[src/rtl/lc2k_control_fsm.sv]
// lc2k_control_fsm: multicycle control unit for the LC2K processor.
//
// Latches the opcode of the fetched instruction and steps each instruction
// through FETCH/EXEC/MEM/WB. Every datapath select and strobe is decoded from
// (state, latched opcode), so the selects stay stable for the whole instruction.
//
// Optional feature macro: LC2K_RETIRE_COUNT_EN
//   defined     -> instr_count counts retired instructions (wraps modulo 2^(CNT_LEN+1))
//   not defined -> instr_count is tied to 0 and no counter flops are built
//
// Ports:
//   CLK, RST      clock (rising edge), asynchronous active-high reset
//   EN            global enable; low freezes state/IR/counter and masks pc_we/rf_en/dm_en
//   instr         instruction word at the current PC (only bits [24:22] are used)
//   alu_eq        ALU equality flag, steers beq
//   mem_ready     data memory completes its access this cycle
//   pc_we, pc_swap, pc_jalr                   PC load strobe and source selects
//   rf_dest_mux, rf_data_mux, rf_jalr_mux     register file write selects
//   rf_en                                     register file write strobe
//   alu_in, alu_op                            ALU operand B select and operation
//   dm_en, dm_rw                              data memory request and direction
//   halted, state                             status: HALT reached, current FSM state
//   instr_count                               retired-instruction count

module lc2k_control_fsm #(
  parameter int unsigned DATA_LEN = 31,
  parameter int unsigned CNT_LEN  = 31
) (
  input  logic              CLK,
  input  logic              RST,
  input  logic              EN,
  input  logic [DATA_LEN:0] instr,
  input  logic              alu_eq,
  input  logic              mem_ready,
  output logic              pc_we,
  output logic              pc_swap,
  output logic              pc_jalr,
  output logic              rf_dest_mux,
  output logic              rf_data_mux,
  output logic              rf_jalr_mux,
  output logic              rf_en,
  output logic              alu_in,
  output logic              alu_op,
  output logic              dm_en,
  output logic              dm_rw,
  output logic              halted,
  output logic [2:0]        state,
  output logic [CNT_LEN:0]  instr_count
);

  typedef enum logic [2:0] {
    StFetch = 3'd0,
    StExec  = 3'd1,
    StMem   = 3'd2,
    StWb    = 3'd3,
    StHalt  = 3'd4
  } state_e;

  localparam logic [2:0] OpAdd  = 3'b000;
  localparam logic [2:0] OpNor  = 3'b001;
  localparam logic [2:0] OpLw   = 3'b010;
  localparam logic [2:0] OpSw   = 3'b011;
  localparam logic [2:0] OpBeq  = 3'b100;
  localparam logic [2:0] OpJalr = 3'b101;
  localparam logic [2:0] OpHalt = 3'b110;
  localparam logic [2:0] OpNoop = 3'b111;

  state_e     state_q, state_d;
  // Only the opcode field of the IR influences control, so only it is stored.
  logic [2:0] ir_op_q, ir_op_d;

  // Ungated strobes; EN masks them below.
  logic pc_we_raw, rf_en_raw, dm_en_raw;

  // Register fields and the upper bits are consumed by the datapath, not here.
  logic unused_instr;
  assign unused_instr = ^{instr[DATA_LEN:25], instr[21:0]};

  always_ff @(posedge CLK or posedge RST) begin
    if (RST) begin
      state_q <= StFetch;
      ir_op_q <= 3'b000;
    end else begin
      state_q <= state_d;
      ir_op_q <= ir_op_d;
    end
  end

  always_comb begin
    state_d     = state_q;
    ir_op_d     = ir_op_q;
    pc_we_raw   = 1'b0;
    rf_en_raw   = 1'b0;
    dm_en_raw   = 1'b0;
    pc_swap     = 1'b0;
    pc_jalr     = 1'b0;
    rf_dest_mux = 1'b0;
    rf_data_mux = 1'b0;
    rf_jalr_mux = 1'b0;
    alu_in      = 1'b0;
    alu_op      = 1'b0;
    dm_rw       = 1'b0;
    halted      = 1'b0;

    unique case (state_q)
      StFetch: begin
        ir_op_d = instr[24:22];
        state_d = StExec;
      end

      StExec: begin
        unique case (ir_op_q)
          OpAdd: begin
            alu_in  = 1'b1;
            state_d = StWb;
          end
          OpNor: begin
            alu_in  = 1'b1;
            alu_op  = 1'b1;
            state_d = StWb;
          end
          OpLw, OpSw: begin
            state_d = StMem;
          end
          OpBeq: begin
            alu_in    = 1'b1;
            pc_swap   = alu_eq;
            pc_we_raw = 1'b1;
            state_d   = StFetch;
          end
          OpJalr: begin
            pc_jalr     = 1'b1;
            rf_en_raw   = 1'b1;
            rf_jalr_mux = 1'b1;
            rf_dest_mux = 1'b1;
            pc_we_raw   = 1'b1;
            state_d     = StFetch;
          end
          OpHalt: begin
            pc_we_raw = 1'b1;
            state_d   = StHalt;
          end
          OpNoop: begin
            pc_we_raw = 1'b1;
            state_d   = StFetch;
          end
          default: state_d = StFetch;
        endcase
      end

      // Address selects (alu_in=0, alu_op=0) are the defaults and stay held here.
      StMem: begin
        dm_en_raw = 1'b1;
        dm_rw     = (ir_op_q == OpSw);
        if (mem_ready) begin
          if (ir_op_q == OpSw) begin
            pc_we_raw = 1'b1;
            state_d   = StFetch;
          end else begin
            state_d = StWb;
          end
        end
      end

      StWb: begin
        rf_en_raw = 1'b1;
        pc_we_raw = 1'b1;
        state_d   = StFetch;
        if (ir_op_q == OpLw) begin
          rf_data_mux = 1'b1;
          rf_dest_mux = 1'b1;
        end else begin
          // Keep the ALU configured so alu_out stays valid during the write.
          alu_in = 1'b1;
          alu_op = (ir_op_q == OpNor);
        end
      end

      StHalt: begin
        halted = 1'b1;
      end

      default: state_d = StFetch;
    endcase

    if (!EN) begin
      state_d = state_q;
      ir_op_d = ir_op_q;
    end
  end

  assign pc_we = pc_we_raw & EN;
  assign rf_en = rf_en_raw & EN;
  assign dm_en = dm_en_raw & EN;
  assign state = state_q;

`ifdef LC2K_RETIRE_COUNT_EN
  logic [CNT_LEN:0] count_q;

  // Every retiring cycle is exactly the cycle that asserts pc_we.
  always_ff @(posedge CLK or posedge RST) begin
    if (RST) begin
      count_q <= '0;
    end else if (pc_we) begin
      count_q <= count_q + 1'b1;
    end
  end

  assign instr_count = count_q;
`else
  assign instr_count = '0;
`endif

endmodule
[config.mk]
export PLATFORM = sky130hd
export DESIGN_NAME = lc2k_control_fsm
export DESIGN_NICKNAME = d
export VERILOG_FILES = /design/src/rtl/lc2k_control_fsm.sv
export SDC_FILE = /design/constraint.sdc
export NUM_CORES = 1
export LEC_CHECK = 0
export CAP_MARGIN = 20
export CORE_AREA = 2 2 54 56
export CTS_CLUSTER_DIAMETER = 100
export DETAILED_ROUTE_END_ITERATION = 8
export DIE_AREA = 0 0 56 58
export PLACE_DENSITY_LB_ADDON = 0.25
export SLEW_MARGIN = 20
export SYNTH_ARGS = -nofsm -noshare
export SYNTH_HDL_FRONTEND = slang
export SYNTH_SLANG_ARGS = --single-unit
[constraint.sdc]
create_clock -name CLK -period 3.45 [get_ports CLK]
set_clock_uncertainty 0.1 [all_clocks]
set_input_delay 0.345 -clock CLK [delete_from_list [all_inputs] [get_ports CLK]]
set_output_delay 0.345 -clock CLK [all_outputs]
set_load 0.05 [all_outputs]
## Word-level counts from Yosys, hierarchy flattened

Index checks and enable logic that the tools add are counted.
W data, S select, Z words.

- Bits in registers: 6
- Bits in latches: 0
- Bits in writable memories: 0
- Memory bits (read-only): 0
- Output and inout port bits: 47
- Word-level logic and storage cells: 52
- Memories kept: 0

- Add/sub/neg operators: 0
- $mul: 0
- Div/mod/pow operators: 0
- Order comparisons: 0
- Equality and inequality tests: 12
- Shift operators: 0
- Muxes and demuxes: 25
- Bitwise operators: 4
- Reduce and logical (&&, ||, !) cells: 9

Operators with widths:

| kind | count |
|---|---|
| $pmux W3 S4 | 2 |
| $mux W1 | 16 |
| $eq A3 B3 Y1 const B | 5 |
| $eq A3 B2 Y1 const B | 4 |
| $pmux W1 S2 | 4 |
| $eq A3 B1 Y1 const B | 2 |
| $logic_not A3 Y1 | 2 |
| $reduce_or A3 Y1 | 2 |
| $reduce_or A2 Y1 | 2 |
| $reduce_or A4 Y1 | 1 |
| $and A1 B1 Y1 | 3 |
| $mux W3 | 1 |
| $pmux W1 S3 | 1 |
| $reduce_and A3 Y1 | 1 |
| $mux W2 | 1 |
| $ne A2 B2 Y1 const B | 1 |
| $reduce_and A2 Y1 | 1 |
| $not A1 Y1 | 1 |

## Longest topological paths before layout

- Depth in word-level cells: 5
- Depth in mapped cells: 5
- Gate-level depth less buffers: 3

## Least setup slack after synthesis

OpenSTA, ideal clock, no wires.

- Kind: flip-flop to output port
- From: register state_q[1] (netlist: state[1])
- To: output port dm_rw
- Arrival time: 2.652 ns
- Required time: 3.005 ns
- Slack: 0.353 ns
- Cell stages (with the launch flop): 3
- Cells stage by stage: dfrtp_1 > buf_2 > nor4b_1

- Longest elaborated chain between the ends: 2

Ends and longest elaborated chain:

| element | RTL line | text |
|---|---|---|
| start, declared | 68 | `state_e state_q, state_d;` |
| start signal, assigned | 81 | `state_q <= StFetch;` |
| start signal, assigned | 84 | `state_q <= state_d;` |
| $eq A3 B2 Y1 | 105 | `unique case (state_q)` |
| $mux W1 | 105 |  |
| end, declared | 45 | `output logic dm_rw,` |

No other way between the ends.

## Worst setup path in the final report

- From: register state_q[0] (netlist: state[0])
- To: output port pc_swap

- Longest elaborated chain between the ends: 2

Ends and longest elaborated chain:

| element | RTL line | text |
|---|---|---|
| $eq A3 B1 Y1 | 105 |  |
| $mux W1 | 105 |  |
| end, declared | 36 | `output logic pc_swap,` |

No other way between the ends.

==> results.toml <==
[outcome]
status = "finished clean"

[sta]
drv_slew = 0
period_minus_slack_ns = 2.790
rsz0062_at_grt = "no"
fmax_ghz = 0.3584
setup_viol = 0
worstMarginPinSlew_ns = 0.5369
timing.final.crit_share_pct = 80.88
finalSetupTns_ns = 0
final_hold_viol_count = 0
slew_headroom_pct = 64.20
setup_slack_ns = 0.6596

[final_layout]
fillCellCount = 293
diodes = 0
drive_above_1_share_pct = 7.273
ff_latch_area_um2 = 150.1
syn2layout_area_growth_pct = 16.89
nets = 149
multi_input_area_um2 = 426.7

[pwr]
power_density_nw_per_um2 = 275.4
power_leakage_uw = 0.0003734
vdd_ir_drop_max_v = 0.0001726

[worst_setup_path]
cp-end-kind = "output port"
worstPathArrival_ns = 2.35
r2r_slack_ns = 1.90
path_delay_family = "buffers and inverters"
path_cells = "nand2_1 > nor4b_1 > clkdlybuf4s50_1"
start_kind = "register"
critPathMaxStageDelay_ns = 0.86
crit_buf_inv = 1
worstPathRequired_ns = 3.00
path_class = "reg2out"
crit_slowest_cell = "clkdlybuf4s50_1"
worstPathMaxFanout = 14

[grt]
grt.overflow.total = 0
first_global_vias = 469
antenna_found_initial = 0
grt_max_degree = 19
track_usage_pct = 8.165
grt_pass1_wl_mm = 2.166

[floorplan]
fp.dieArea_um2 = 3248
core_area_um2 = 2663
start_util_pct = 27.82
die_x_um = 56
ioPinCount = 84
chipHeight_um = 58
core.rowCount = 19

[routing]
vias = 590
ant_nets = 0
drt_iter0_markers = 5
dr.pass1.iters = 4
drc = 0
wire_per_inst_um = 10.18
via_per_inst = 4.184
wl_mm = 1.435

[clocking]
numCtsBuffers = 3
cts_tree = "done"
ctsResizeCount = 0
cts_buffer_depth = 2
cts-hold-fix-buffers = 0
cts_root_buffer = "clkbuf_4"
htree_num_levels = 1
cts_setup_buffers = 0
cts.sinks = 6
clkSlewWorstSetupHoldPaths_ns = 0.05
clock_latency_ns = 0.25

[place]
portBuffers = 22
place_ws_ns = 0.8405
gp_congestion = 0.7585
post-dp-hpwl_mm = 1.101

[min_path]
min_path_type = "in2async"

[synth]
yosysSeqAreaShare_pct = 20.27
synth-seq-cells = 6
syn-cell-area_um2 = 740.7
avgSynthCellArea_um2 = 8.051
async_reset_ff_share_pct = 100.0
ys.flop_type = "dfrtp_1"
yosysWarnings = 0
netlist_instances = 92
synth_cell_types = 27
synth_edf_count = 0

[run]
drv_cap = 0
## power by group
| group | leakage, uW | internal [uW] | switching (uW) | total, uW |
|---|---|---|---|---|
| Combinational | 0.000284 | 11.1 | 82.1 | 93.2 |
| Sequential | 0.0000754 | 72.3 | 4.81 | 77.1 |
| Clock | 0.0000138 | 39.6 | 28.6 | 68.2 |
## placed cells by master, fill, tap and decap left out, drive strengths merged
master	count
conb	32
clkdlybuf4s50	22
nand2	6
dfrtp	6
nor4b	4
nor2	4
a21oi	4
mux2	3
o21ai	3
nor3b	3
clkbuf	3
nand2b	3
nor3	3
inv	2
nand3b	2
and4b	1
o31ai	1
a21o	1
o32a	1
o22ai	1
nand3	1
or3b	1
a31oi	1
a211oi	1
nor2b	1
## final timing paths
kind / cells past startpoint / startpoint / endpoint
worst min register to register: 1 / ir_op_q[0]$_DFFE_PP0P_ / ir_op_q[0]$_DFFE_PP0P_
worst min-delay path: 2 / RST / state[1]$_DFFE_PP0P_
min in group CLK: 2 / instr[24] / ir_op_q[2]$_DFFE_PP0P_
worst max register to register: 3 / state[1]$_DFFE_PP0P_ / state[0]$_DFFE_PP0P_
max in group asynchronous: 2 / RST / ir_op_q[1]$_DFFE_PP0P_
worst max-delay path: 3 / state[0]$_DFFE_PP0P_ / pc_swap
## registers in the layout, indices dropped and copies added (netlist names)
signal,flops
ir_op_q,3
state,3
## logic make-up (layout without fill, tap and decap cells)
kind of cell / count (synthesis) / after routing / share of synthesized area, %
other cells: 1 / 32 / 0.5063
compound gates: 13 / 13 / 10.81
simple gates: 29 / 29 / 26.01
flops: 6 / 6 / 20.27
mux: 3 / 3 / 4.560
buf+inv: 40 / 27 / 37.84
## cell usage after synthesis, types with 2 or more instances
master / number / area, um2
buf_4: 33 / 247.7
a21oi_1: 4 / 20.02
o21ai_0: 3 / 15.01
nor2_1: 4 / 15.01
nand3b_1: 2 / 15.01
nand2_1: 6 / 22.52
buf_2: 5 / 25.02
mux2_2: 3 / 33.78
nand2b_1: 2 / 12.51
nor3_1: 2 / 10.01
dfrtp_1: 6 / 150.1
nor3b_1: 3 / 22.52
nor4b_1: 4 / 35.03
inv_1: 2 / 7.510
## metrics by stage
step                      util [%]  std cells  hold slack [ns]  power, uW  area, um2
final                        32.52        141           0.2122      238.4      865.8
after global routing         32.52        141           0.2353      250.2      865.8
after CTS                    32.52        141           0.2255      238.0      865.8
after detailed placement     31.67        138           0.4912      170.8      843.3
after global placement       31.67        138           0.4857      170.7      843.3
after floorplan                  -        123          0.03596      188.9      857.1
## worst register-to-register path, delay by kind of cell (launching register included)
kind            cells  cell delay, ns
compound gates      2            0.24
flops               1            0.68
simple gates        1            0.40
## layout make-up
| class | count | area share, % |
|---|---|---|
| Clock buffer | 3 | 2.601 |
| Inverter | 2 | 0.8671 |
| Multi-Input combinational cell | 77 | 49.28 |
| Sequential cell | 6 | 17.34 |
| Tap cell | 31 | 4.480 |
| Timing Repair Buffer | 22 | 25.43 |
## layer usage
| metal | track usage (%) | part of all wire (%) |
|---|---|---|
| met5 | 0 | 0 |
| met4 | 2.041 | 0.84 |
| met2 | 14.12 | 49 |
| met3 | 1.786 | 6.8 |
| met1 | 10.40 | 43 |
Power figures use the tool's default switching activity.
